[config.mk]
export PLATFORM = sky130hd
export DESIGN_NAME = uart_rx
export DESIGN_NICKNAME = d
export VERILOG_FILES = /design/src/rtl/uart_rx.sv
export SDC_FILE = /design/constraint.sdc
export NUM_CORES = 1
export LEC_CHECK = 0
export ABC_AREA = 1
export CORE_MARGIN = 4
export CORE_UTILIZATION = 45
export CTS_CLUSTER_DIAMETER = 40
export CTS_CLUSTER_SIZE = 40
export DETAILED_ROUTE_END_ITERATION = 7
export SLEW_MARGIN = 20
export SYNTH_ARGS = -nofsm -noshare
export SYNTH_HDL_FRONTEND = slang
export SYNTH_SLANG_ARGS = --single-unit
[constraint.sdc]
create_clock -name clk -period 2 [get_ports clk]
set_clock_uncertainty 0.2 [all_clocks]
set_input_delay 0.4 -clock clk [delete_from_list [all_inputs] [get_ports clk]]
set_output_delay 0.4 -clock clk [all_outputs]
set_load 0.1 [all_outputs]
[src/rtl/uart_rx.sv]
// uart_rx: 8N1 serial receiver. It takes in an asynchronous RX line and samples each bit at
// mid-bit. The assembled byte is presented with a sticky ready flag and a framing-error flag.
module uart_rx #(
    parameter int unsigned BAUD_CNT = 2604,
    parameter int unsigned HALF_CNT = BAUD_CNT / 2
) (
    input  logic       clk,
    input  logic       rst_n,
    input  logic       RX,
    input  logic       clr_rdy,
    output logic [7:0] rx_data,
    output logic       rdy,
    output logic       frame_err
);

    localparam int unsigned CW = $clog2(BAUD_CNT + 1);

    // The baud counter runs down to 0 inclusive.
    // Loading N-1 gives an interval of exactly N cycles.
    localparam logic [CW-1:0] BAUD_LOAD = CW'(BAUD_CNT - 1);
    localparam logic [CW-1:0] HALF_LOAD = CW'(HALF_CNT - 1);
    localparam logic [CW-1:0] BAUD_ONE  = CW'(1);

    typedef enum logic [1:0] {
        StIdle,
        StStart,
        StRecv
    } state_e;

    state_e         state_q;
    logic           rx_meta_q;
    logic           rx_s_q;
    logic           rx_prev_q;
    logic [CW-1:0]  baud_q;
    logic [3:0]     bit_q;
    logic [7:0]     shreg_q;
    logic           fall;

    // Double-flop synchronizer plus edge-history flop.
    // All three preset high, so coming out of reset cannot look like a start bit.
    always_ff @(posedge clk or negedge rst_n) begin
        if (!rst_n) begin
            rx_meta_q <= 1'b1;
            rx_s_q    <= 1'b1;
            rx_prev_q <= 1'b1;
        end else begin
            rx_meta_q <= RX;
            rx_s_q    <= rx_meta_q;
            rx_prev_q <= rx_s_q;
        end
    end

    assign fall = rx_prev_q & ~rx_s_q;

    // Receive FSM with registered outputs.
    // A byte-complete set of rdy overrides a same-cycle clr_rdy.
    always_ff @(posedge clk or negedge rst_n) begin
        if (!rst_n) begin
            state_q   <= StIdle;
            baud_q    <= '0;
            bit_q     <= 4'd0;
            shreg_q   <= 8'h00;
            rx_data   <= 8'h00;
            rdy       <= 1'b0;
            frame_err <= 1'b0;
        end else begin
            if (clr_rdy) begin
                rdy <= 1'b0;
            end
            unique case (state_q)
                StIdle: begin
                    if (fall) begin
                        baud_q    <= HALF_LOAD;
                        state_q   <= StStart;
                        rdy       <= 1'b0;
                        frame_err <= 1'b0;
                    end
                end
                StStart: begin
                    if (baud_q == '0) begin
                        if (rx_s_q) begin
                            // Line went high again before mid-start: treat it as a glitch.
                            state_q <= StIdle;
                        end else begin
                            baud_q  <= BAUD_LOAD;
                            bit_q   <= 4'd0;
                            state_q <= StRecv;
                        end
                    end else begin
                        baud_q <= baud_q - BAUD_ONE;
                    end
                end
                StRecv: begin
                    if (baud_q == '0) begin
                        baud_q <= BAUD_LOAD;
                        bit_q  <= bit_q + 4'd1;
                        if (bit_q == 4'd8) begin
                            // Stop-bit sample: deliver the byte even if the stop bit is 0.
                            rx_data   <= shreg_q;
                            frame_err <= ~rx_s_q;
                            rdy       <= 1'b1;
                            state_q   <= StIdle;
                        end else begin
                            shreg_q <= {rx_s_q, shreg_q[7:1]};
                        end
                    end else begin
                        baud_q <= baud_q - BAUD_ONE;
                    end
                end
                default: state_q <= StIdle;
            endcase
        end
    end

endmodule
==> flow_summary.yaml <==
sta:
  finalSetupViolCount: 0
  drv_slew: 0
  max_freq_mhz: 544
  finalHoldViolCount: 0
  rsz0062_at_grt: "no"
  period_share: 0.919
  worst_hold_slack_ns: 0.159
  worst_pin_slew_ns: 0.498
  fin_crit_ns: 1.84
  fin_ws_ns: 0.162
  slew_headroom: 0.666
  setup_tns_ns: 0
placement:
  dpl.hpwl_mm: 3.10
  dpl_worst_slack_ns: 0.178
  portBuffers: 13
  gp_congestion: 0.833
  placed_area_sq_mm: 0.00249
power:
  power_leakage_nw: 1.25
  p_per_area_mw_per_mm2: 1010
  ir_worst_vdd_mv: 0.555
logic_synthesis:
  syn_area_sq_mm: 0.00218
  yosysWarnings: 0
  ys_types: 30
  synth_area_leader_cell: "dfrtp_1"
  syn_inst: 262
  synth.top_cell.area_share: 0.414
  ys_seq_area_frac: 0.450
  ys_ff_latch: 39
  syn_avg_cell_area_sq_um: 8.30
  syn_nets: 273
  netlist_top_cells_area: "dfrtp_1 (41%), nand2_1 (12%), o21ai_2 (6.0%), inv_1 (5.3%), nand3_1 (4.8%)"
drt:
  num_vias: 1703
  via_per_inst: 4.98
  ant_nets: 0
  wire_per_inst_um: 12.3
  drt_iter0_drc: 98
  drc: 0
  wirelength_mm: 4.22
  firstDrtPassIters: 4
floorplan:
  dieArea_sq_mm: 0.00601
  initial_core_util: 0.464
  row_count: 25
  die_h_um: 77.5
  core_sq_mm: 0.00469
  pin_count: 14
  fp.dieW_um: 77.5
worst_setup_path:
  cp-end-kind: "register"
  cp_max_fo: 11
  cpMaxStageDelayCell: "dfrtp_1"
  path_class: "register to register"
  crit_path_frequent_cell: "nand2_2"
  startpoint_type: "register"
  crit_arrival_ns: 1.82
  crit_family: "simple AND/OR/NAND/NOR gates"
  required_ns: 1.98
  slowest_delay_ns: 0.40
  crit_path_cell_trace: "inv_1 -> ha_1 -> nand2_2 -> nor2_4 -> nand3_2 -> nand2_2 -> inv_2 -> nand2_1 -> o21ai_1"
  crit_buf_inv: 2
global_routing:
  grt_pass1_vias: 1651
  grt_pass1_wl_mm: 7.63
  antenna_found_initial: 0
  grt_max_degree: 40
  gr-usage-all-layers: 0.159
  overflow: 0
min_path:
  worstHoldPathType: "register to register"
cells_and_area:
  nFillCells: 442
  area_growth_pct: 19.0
  fin_util: 0.552
  final_common_cell: "nand2_1"
  finalInstanceArea_sq_mm: 0.00259
  drive_above_1_share: 0.233
  nets: 298
  final_cell_mix: "nand2_1 (72), dfrtp_1 (36), inv_1 (31), nand3_1 (21), nor2_1 (19)"
  antennaDiodeCount: 0
status:
  status: "finished, final reports clean"
clock_network:
  cts_sinks: 39
  clock_latency_ns: 0.30
  numCtsBuffers: 5
  cts_max_path_buffers: 2
  cts_tree: "built"
  htree_levels: 2
  cts.clk_slew.worst_paths_ns: 0.08
  clockRootBuffer: "clkbuf_8"
flow_run:
  cap_violations: 0
final cells by class:
| cell class | instances | area, sq um | area share |
|---|---|---|---|
| inverters | 35 | 131 | 0.0507 |
| multi-input cells | 185 | 1030 | 0.400 |
| flip-flops and latches | 39 | 980 | 0.378 |
| clock inverters | 3 | 20.0 | 0.00773 |
| well taps | 54 | 67.6 | 0.0261 |
| clock buffers | 5 | 68.8 | 0.0266 |
| repair buffers | 21 | 288 | 0.111 |
cells by family after synthesis:
| group | share of synthesized area |
|---|---|
| flops | 0.450 |
| fa+ha+maj | 0.0403 |
| compound gates | 0.115 |
| xor+xnor | 0.0161 |
| buf+inv | 0.0742 |
| simple gates | 0.304 |
timing repair:
item | CTS | global route
hold buffers | 1 | 0
buffers inserted | 0 | 0
resized for setup | 0 | 0
endpoints found under the hold margin | 36 | 0
cells in the mapped netlist, drive strengths merged:
cell / count
nor2: 27
o21a: 1
o311ai: 1
nor3: 1
dfstp: 3
inv: 35
a21oi: 3
dfrtp: 36
nand3: 22
o21bai: 2
nand3b: 1
ha: 7
o211ai: 1
xor2: 3
or2: 2
buf: 3
nand2: 80
xnor2: 1
nand4: 5
o21ai: 28
worst paths after layout:
kind / endpoint / slack (ns) / cells past startpoint / start
setup / recovery: baud_q[2]$_DFFE_PN0P_ / 0.16 / 9 / baud_q[1]$_DFFE_PN0P_
hold reg to reg: rx_s_q$_DFF_PN1_ / 0.16 / 0 / rx_meta_q$_DFF_PN1_
min in group asynchronous: baud_q[6]$_DFFE_PN0P_ / 0.47 / 3 / rst_n
setup reg to reg: baud_q[2]$_DFFE_PN0P_ / 0.16 / 9 / baud_q[1]$_DFFE_PN0P_
hold / removal: rx_s_q$_DFF_PN1_ / 0.16 / 0 / rx_meta_q$_DFF_PN1_
max in group asynchronous: rx_meta_q$_DFF_PN1_ / 0.75 / 3 / rst_n
registers in the layout (all words and copies together) (netlist names):
register	cells
rx_s_q	1
rx_data	8
state_q	2
baud_q	12
bit_q	4
shreg_q	8
rx_meta_q	1
rx_prev_q	1
frame_err	1
rdy	1
through the flow:
step	power, mW	instances
3_5_place_dp	2.10	333
6_report	2.62	342
3_3_place_gp	2.09	333
5_1_grt	2.82	342
2_1_floorplan	1.80	262
4_1_cts	2.64	342
layer usage:
| metal | GRT usage | vias up | routed length (um) |
|---|---|---|---|
| met5 | 0 | - | 0 |
| met4 | 0.0587 | 0 | 65 |
| met3 | 0.0348 | 6 | 138 |
| met2 | 0.249 | 26 | 1940 |
| met1 | 0.216 | 783 | 2080 |
| li1 | - | 888 | - |
report_power, final:
part	switching (mW)	internal (mW)	total, mW
Sequential	0.0971	0.887	0.984
Clock	0.294	0.243	0.537
Combinational	0.724	0.374	1.10
Total	1.11	1.50	2.62
Note: power is estimated with default switching activity, not from simulation.
